$ cat src/rtl/beam_scan_ctrl_if.sv
// Break-event valid/ready channel from beam_scan_ctrl to its consumer.
interface beam_scan_ctrl_if #(
    parameter int unsigned NUM_CH = 4
);
    localparam int unsigned CH_W = $clog2(NUM_CH);

    logic            evt_valid;
    logic [CH_W-1:0] evt_ch;
    logic            evt_ready;

    modport master (output evt_valid, output evt_ch, input evt_ready);
    modport slave  (input evt_valid, input evt_ch, output evt_ready);
endinterface

$ cat src/rtl/beam_scan_ctrl.sv
// beam_scan_ctrl: time-multiplexed IR break-beam scanner with per-channel
// debounce, saturating object counters and a valid/ready break-event output.
// Optional stuck-beam detection is compiled in when BEAM_FAULT_EN is defined.
module beam_scan_ctrl #(
    parameter int unsigned NUM_CH        = 4,
    parameter int unsigned SETTLE_CYCLES = 500,
    parameter int unsigned GAP_CYCLES    = 100,
    parameter int unsigned DEB_SAMPLES   = 3,
    parameter int unsigned CNT_W         = 16,
    parameter int unsigned FAULT_SCANS   = 1000
) (
    input  logic                       clk,
    input  logic                       rst_n,
    input  logic                       enable,
    input  logic [NUM_CH-1:0]          sense,
    output logic [NUM_CH-1:0]          emit_en,
    output logic [NUM_CH-1:0]          beam_state,
    beam_scan_ctrl_if.master           evt,
    input  logic [$clog2(NUM_CH)-1:0]  cnt_sel,
    output logic [CNT_W-1:0]           cnt_out,
    input  logic                       clr_counts,
    output logic                       ovf,
    output logic                       scan_done,
    output logic [NUM_CH-1:0]          fault
);
    localparam int unsigned CH_W    = $clog2(NUM_CH);
    localparam int unsigned TMR_MAX = (SETTLE_CYCLES > GAP_CYCLES) ? SETTLE_CYCLES : GAP_CYCLES;
    localparam int unsigned TMR_W   = $clog2(TMR_MAX + 1);
    localparam int unsigned DEB_W   = $clog2(DEB_SAMPLES + 1);
    localparam logic [CH_W-1:0]  LAST_CH = CH_W'(NUM_CH - 1);
    localparam logic [CNT_W-1:0] CNT_MAX = '1;

    typedef enum logic [1:0] {IDLE, EMIT, SAMPLE, GAP} state_t;

    state_t            state_q, state_d;
    logic [CH_W-1:0]   ch_q, ch_d;
    logic [TMR_W-1:0]  tmr_q, tmr_d;
    logic [NUM_CH-1:0] emit_d;
    logic              scan_done_d;
    logic [NUM_CH-1:0] sync1_q, sync2_q;
    logic [DEB_W-1:0]  deb_q [NUM_CH];
    logic [CNT_W-1:0]  cnt_q [NUM_CH];
    logic              sample_c, brk_c, flip_c, rise_c, load_c;

    // Scan sequencer: next state, channel, phase timer and registered outputs.
    always_comb begin
        state_d     = state_q;
        ch_d        = ch_q;
        tmr_d       = tmr_q;
        scan_done_d = 1'b0;
        if (!enable) begin
            state_d = IDLE;
            ch_d    = '0;
            tmr_d   = '0;
        end else begin
            case (state_q)
                IDLE: begin
                    state_d = EMIT;
                    ch_d    = '0;
                    tmr_d   = '0;
                end
                EMIT: begin
                    if (tmr_q == TMR_W'(SETTLE_CYCLES - 1)) begin
                        state_d = SAMPLE;
                        tmr_d   = '0;
                    end else begin
                        tmr_d = tmr_q + TMR_W'(1);
                    end
                end
                SAMPLE: begin
                    state_d = GAP;
                    tmr_d   = '0;
                end
                GAP: begin
                    if (tmr_q == TMR_W'(GAP_CYCLES - 1)) begin
                        state_d = EMIT;
                        tmr_d   = '0;
                        if (ch_q == LAST_CH) begin
                            ch_d        = '0;
                            scan_done_d = 1'b1;
                        end else begin
                            ch_d = ch_q + CH_W'(1);
                        end
                    end else begin
                        tmr_d = tmr_q + TMR_W'(1);
                    end
                end
                default: state_d = IDLE;
            endcase
        end
        emit_d = (state_d == EMIT || state_d == SAMPLE) ? (NUM_CH'(1) << ch_d) : '0;
    end

    // Sequencer state register.
    always_ff @(posedge clk) begin
        if (!rst_n) begin
            state_q   <= IDLE;
            ch_q      <= '0;
            tmr_q     <= '0;
            emit_en   <= '0;
            scan_done <= 1'b0;
        end else begin
            state_q   <= state_d;
            ch_q      <= ch_d;
            tmr_q     <= tmr_d;
            emit_en   <= emit_d;
            scan_done <= scan_done_d;
        end
    end

    // Two-flop synchroniser for the asynchronous receiver inputs.
    always_ff @(posedge clk) begin
        if (!rst_n) begin
            sync1_q <= '1;
            sync2_q <= '1;
        end else begin
            sync1_q <= sense;
            sync2_q <= sync1_q;
        end
    end

    // Sample decode: debounce threshold hit, break edge and event acceptance.
    always_comb begin
        sample_c = (state_q == SAMPLE) && enable;
        brk_c    = ~sync2_q[ch_q];
        flip_c   = sample_c && (brk_c != beam_state[ch_q])
                   && ((32'(deb_q[ch_q]) + 32'd1) >= DEB_SAMPLES);
        rise_c   = flip_c && brk_c;
        load_c   = rise_c && (!evt.evt_valid || evt.evt_ready);
    end

    // Per-channel debounce of the sampled beam state.
    always_ff @(posedge clk) begin
        if (!rst_n) begin
            beam_state <= '0;
            for (int i = 0; i < NUM_CH; i++) deb_q[i] <= '0;
        end else if (!enable) begin
            for (int i = 0; i < NUM_CH; i++) deb_q[i] <= '0;
        end else if (sample_c) begin
            if (flip_c) begin
                beam_state[ch_q] <= brk_c;
                deb_q[ch_q]      <= '0;
            end else if (brk_c != beam_state[ch_q]) begin
                deb_q[ch_q] <= deb_q[ch_q] + DEB_W'(1);
            end else begin
                deb_q[ch_q] <= '0;
            end
        end
    end

    // Saturating object counters and sticky overflow; clear wins.
    always_ff @(posedge clk) begin
        if (!rst_n || clr_counts) begin
            for (int i = 0; i < NUM_CH; i++) cnt_q[i] <= '0;
            ovf <= 1'b0;
        end else begin
            if (rise_c && cnt_q[ch_q] != CNT_MAX) cnt_q[ch_q] <= cnt_q[ch_q] + CNT_W'(1);
            if (rise_c && !load_c) ovf <= 1'b1;
        end
    end

    // Break-event holding register; stable until accepted.
    always_ff @(posedge clk) begin
        if (!rst_n) begin
            evt.evt_valid <= 1'b0;
            evt.evt_ch    <= '0;
        end else if (load_c) begin
            evt.evt_valid <= 1'b1;
            evt.evt_ch    <= ch_q;
        end else if (evt.evt_valid && evt.evt_ready) begin
            evt.evt_valid <= 1'b0;
        end
    end

    assign cnt_out = (32'(cnt_sel) < NUM_CH) ? cnt_q[cnt_sel] : '0;

`ifdef BEAM_FAULT_EN
    localparam int unsigned FS_W = $clog2(FAULT_SCANS + 1);
    logic [FS_W-1:0] fscan_q [NUM_CH];

    // Stuck-beam detection: count whole scans spent broken, flag at the limit.
    always_ff @(posedge clk) begin
        if (!rst_n || clr_counts) begin
            for (int i = 0; i < NUM_CH; i++) fscan_q[i] <= '0;
            fault <= '0;
        end else begin
            for (int i = 0; i < NUM_CH; i++) begin
                if (!beam_state[i]) begin
                    fscan_q[i] <= '0;
                end else if (scan_done && 32'(fscan_q[i]) < FAULT_SCANS) begin
                    fscan_q[i] <= fscan_q[i] + FS_W'(1);
                    if (32'(fscan_q[i]) + 32'd1 == FAULT_SCANS) fault[i] <= 1'b1;
                end
            end
        end
    end
`else
    logic unused_fault_cfg;
    assign unused_fault_cfg = ^32'(FAULT_SCANS);
    assign fault = '0;
`endif

endmodule
$ cat src/flat_wrapper.sv
// flat-port wrapper written by rule: the top's interface ports become plain ports
module beam_scan_ctrl_flat 
#(
    parameter int unsigned NUM_CH        = 4,
    parameter int unsigned SETTLE_CYCLES = 500,
    parameter int unsigned GAP_CYCLES    = 100,
    parameter int unsigned DEB_SAMPLES   = 3,
    parameter int unsigned CNT_W         = 16,
    parameter int unsigned FAULT_SCANS   = 1000
)
  (clk, rst_n, enable, sense, emit_en, beam_state, cnt_sel, cnt_out, clr_counts, ovf, scan_done, fault, evt_evt_valid, evt_evt_ch, evt_evt_ready);
  beam_scan_ctrl_if #(.NUM_CH(NUM_CH)) evt_i ();
  input  logic clk;
  input  logic rst_n;
  input  logic enable;
  input  logic [NUM_CH-1:0] sense;
  output logic [NUM_CH-1:0] emit_en;
  output logic [NUM_CH-1:0] beam_state;
  input  logic [$clog2(NUM_CH)-1:0] cnt_sel;
  output logic [CNT_W-1:0] cnt_out;
  input  logic clr_counts;
  output logic ovf;
  output logic scan_done;
  output logic [NUM_CH-1:0] fault;
  output wire logic [$bits(evt_i.evt_valid)-1:0] evt_evt_valid;
  output wire logic [$bits(evt_i.evt_ch)-1:0] evt_evt_ch;
  input wire logic [$bits(evt_i.evt_ready)-1:0] evt_evt_ready;
  assign evt_evt_valid = evt_i.evt_valid;
  assign evt_evt_ch = evt_i.evt_ch;
  assign evt_i.evt_ready = evt_evt_ready;
  beam_scan_ctrl #(.NUM_CH(NUM_CH), .SETTLE_CYCLES(SETTLE_CYCLES), .GAP_CYCLES(GAP_CYCLES), .DEB_SAMPLES(DEB_SAMPLES), .CNT_W(CNT_W), .FAULT_SCANS(FAULT_SCANS)) u_core (.clk(clk), .rst_n(rst_n), .enable(enable), .sense(sense), .emit_en(emit_en), .beam_state(beam_state), .evt(evt_i), .cnt_sel(cnt_sel), .cnt_out(cnt_out), .clr_counts(clr_counts), .ovf(ovf), .scan_done(scan_done), .fault(fault));
endmodule
$ cat config.mk
export PLATFORM = sky130hd
export DESIGN_NAME = beam_scan_ctrl_flat
export DESIGN_NICKNAME = d
export VERILOG_FILES = /design/src/rtl/beam_scan_ctrl_if.sv /design/src/rtl/beam_scan_ctrl.sv /design/src/flat_wrapper.sv
export SDC_FILE = /design/constraint.sdc
export NUM_CORES = 1
export LEC_CHECK = 0
export ABC_AREA = 1
export BUFFER_PORTS_ARGS = -buffer_cell sky130_fd_sc_hd__buf_2
export CORE_ASPECT_RATIO = 0.7
export CORE_UTILIZATION = 61
export DETAILED_ROUTE_END_ITERATION = 6
export PLACE_DENSITY = 0.92
export SLEW_MARGIN = 20
export SYNTH_ARGS = -nofsm -noshare
export SYNTH_HDL_FRONTEND = slang
export SYNTH_SLANG_ARGS = --single-unit
export TNS_END_PERCENT = 100
$ cat constraint.sdc
create_clock -name clk -period 3.9 [get_ports clk]
set_clock_uncertainty 0.05 [all_clocks]
set_input_delay 0.975 -clock clk [delete_from_list [all_inputs] [get_ports clk]]
set_output_delay 0.975 -clock clk [all_outputs]
set_load 0.05 [all_outputs]
==> metrics.yaml <==
outcome: "completed"
power_density_nw_per_um2: 394.5
finalNetCount: 789
ys_types: 41
areaGrowthSynthToFinish_pct: 10.21
post_dp_cell_area_sq_um: 6091
cts-root-buf: "clkbuf_16"
clockBufferDepth: 2
drv_slew: 0
end_kind: "flop"
irDropWorstVdd_mv: 0.4546
die_y_microns: 83.91
design_area_sq_um: 6442
via_count: 5304
fin_cells: 896
die_area_sq_um: 9985
worstPathArrival_ns: 3.55
cts_made_buffers: 9
diodes: 0
insertion_delay_ns: 0.36
wl_met1_microns: 6046
layout_common_cells: "nand2_1 (163), nor2_1 (111), inv_1 (104)"
drt_first_pass_iters: 7
rsz0062_at_grt: "no"
dr_wl_met2_microns: 6841
ios: 44
fin_setup_tns_ns: 0
finalSetupViolCount: 0
coreArea_sq_um: 9180
routed_wl_microns: 15420
portBuffers: 39
placementRows: 29
finalCritPeriodShare: 0.9271
p_leak_nw: 2.800
routed_via_density: 5.920
drtAntennaViolNets: 0
netlist_instances: 735
wl_met3_microns: 1974
wl_per_cell_microns: 17.20
drc: 0
antenna_found_initial: 0
final_core_util: 0.7018
start_util: 0.6368
dp.cells: 880
required_ns: 3.84
numClockSinks: 106
syn_area_per_cell_sq_um: 7.953
cts.clk_slew.worst_paths_ns: 0.07
mostFrequentLayoutCell: "nand2_1"
critPathKind: "reg -> reg"
highest-signal-layer: "met4"
h-tree-depth: 3
synth-seq-cells: 106
grt.total_usage: 0.3238
nFillCells: 634
grt_pass1_wl_microns: 24840
drive_above_1_share: 0.1179
cts_resized: 0
worst-path-max-fanout: 17
dr.first_iter.drc_count: 732
first_global_vias: 5060
fin_crit_ns: 3.616
synth-seq-area-share: 0.4863
yosysWarnings: 0
cp-start-kind: "flop"
hpwl_microns: 10250
cts_tree: "yes"
netlist_area_sq_um: 5846
hp-class: "reg -> reg"
cts-hold-fix-buffers: 0
fmax_mhz: 276.6
cts_setup_buffers: 0
grt_overflow: 0
tightest_slew_ns: 0.9548
dieWidth_microns: 119.0
hold_viol_final: 0
grt_start_max_net_pins: 48
globalplace.congestion: 0.9385
relSlewSlack: 0.3619
maxCapViolCount: 0
## metal layers
layer | GRT usage | vias to the layer above
met5 | 0 | -
met4 | 0.1438 | 0
met3 | 0.08470 | 72
met2 | 0.5032 | 425
met1 | 0.4269 | 2397
li1 | - | 2410
## area by class of cell
| type | count | area, sq um | area share |
|---|---|---|---|
| inverters | 108 | 405.4 | 0.06292 |
| clock inverters | 3 | 47.55 | 0.007380 |
| clock buffers | 13 | 304.0 | 0.04719 |
| well taps | 124 | 155.1 | 0.02408 |
| repair buffers | 49 | 270.3 | 0.04195 |
| multi-input cells | 493 | 2417 | 0.3752 |
| flip-flops and latches | 106 | 2843 | 0.4413 |
## synthesized netlist by cell type
| cell type | instances | share of area |
|---|---|---|
| nor2_2 | 4 | 0.0043 |
| o21ai_0 | 27 | 0.023 |
| dfxtp_1 | 34 | 0.12 |
| clkinv_1 | 1 | 0.00064 |
| buf_2 | 6 | 0.0051 |
| xor2_1 | 13 | 0.019 |
| nand2_2 | 1 | 0.0011 |
| o21ai_1 | 1 | 0.00086 |
| buf_6 | 4 | 0.0077 |
| o21a_1 | 1 | 0.0013 |
| o221ai_1 | 1 | 0.0015 |
| ha_1 | 11 | 0.024 |
| nor4_1 | 1 | 0.0011 |
| buf_4 | 10 | 0.013 |
| inv_1 | 104 | 0.067 |
| a211oi_1 | 1 | 0.0013 |
| a21oi_4 | 1 | 0.0028 |
| nand2_4 | 1 | 0.0019 |
| o211ai_2 | 1 | 0.0021 |
| nand4_2 | 1 | 0.0021 |
| inv_2 | 3 | 0.0019 |
| nand2_1 | 163 | 0.10 |
| nor2_4 | 1 | 0.0019 |
| clkbuf_1 | 11 | 0.0071 |
| nor3_1 | 16 | 0.014 |
| nand4_4 | 2 | 0.0073 |
| nand3_2 | 2 | 0.0034 |
| nor3b_1 | 2 | 0.0026 |
| o22ai_1 | 1 | 0.0011 |
| nand3_1 | 52 | 0.045 |
| xnor2_1 | 4 | 0.0060 |
| nand4_1 | 3 | 0.0032 |
| nand3b_1 | 1 | 0.0013 |
| nor3b_4 | 1 | 0.0032 |
| nand3b_4 | 1 | 0.0034 |
| edfxtp_1 | 72 | 0.37 |
| a21oi_1 | 55 | 0.047 |
| o211ai_1 | 1 | 0.0013 |
| nor2_1 | 111 | 0.071 |
| conb_1 | 1 | 0.00064 |
| or2_2 | 8 | 0.0086 |
## report_power, final
| group | internal [mW] | total [mW] | switching [mW] |
|---|---|---|---|
| registers | 1.24 | 1.26 | 0.0217 |
| clock network | 0.619 | 1.04 | 0.417 |
| logic | 0.0558 | 0.243 | 0.187 |
| total | 1.92 | 2.54 | 0.626 |
## kinds of logic after synthesis
| family | count (synthesis) | synth area share |
|---|---|---|
| adder cells (fa/ha/maj) | 11 | 0.02354 |
| flip-flops | 106 | 0.4863 |
| AND/OR/NAND/NOR | 371 | 0.2795 |
| XOR/XNOR | 17 | 0.02547 |
| other | 1 | 0.0006415 |
| buffers and inverters | 139 | 0.1021 |
| AO/OA/AOI/OAI | 90 | 0.08241 |
## sequential cells by signal, indices dropped and copies added, names as in the netlist
| name | cells |
|---|---|
| u_core.evt.evt_ch | 2 |
| u_core.tmr_q | 9 |
| u_core.state_q | 2 |
| u_core.deb_q | 8 |
| u_core.sync1_q | 4 |
| u_core.emit_en | 4 |
| u_core.scan_done | 1 |
| u_core.sync2_q | 4 |
| u_core.ch_q | 2 |
| u_core.ovf | 1 |
| u_core.beam_state | 4 |
| u_core.cnt_q | 64 |
| u_core.evt.evt_valid | 1 |
## path summary, 6_finish.rpt
check	from	to	slack, ns	cells past startpoint
worst min register to register	u_core.sync1_q[3]	u_core.sync2_q[3]	0.37	1
worst max register to register	u_core.ch_q[0]	u_core.cnt_q[0][3]	0.28	14
worst min-delay path	u_core.sync1_q[3]	u_core.sync2_q[3]	0.37	1
worst max-delay path	u_core.ch_q[0]	u_core.cnt_q[0][3]	0.28	14
## through the flow
step | total power, mW | hold WS, ns | setup WS, ns
2_1_floorplan | 1.459 | 0.3425 | 0.2757
3_3_place_gp | 1.510 | 0.3461 | 0.5006
3_5_place_dp | 1.522 | 0.3480 | 0.4049
4_1_cts | 2.532 | 0.3643 | 0.3535
5_1_grt | 2.602 | 0.3794 | 0.04276
6_report | 2.541 | 0.3656 | 0.2844
## worst max-delay path: stages (launching register included)
cell,delay [ns]
dfxtp_1,0.52
inv_2,0.11
buf_4,0.22
nor2_1,0.10
nor2_1,0.05
nor2_1,0.18
inv_1,0.14
ha_1,0.25
nand3_1,0.17
inv_1,0.08
nand2_1,0.12
nor2_1,0.08
nor2_4,0.15
nand4_4,0.29
nand2_1,0.72
Power figures use the tool's default switching activity.
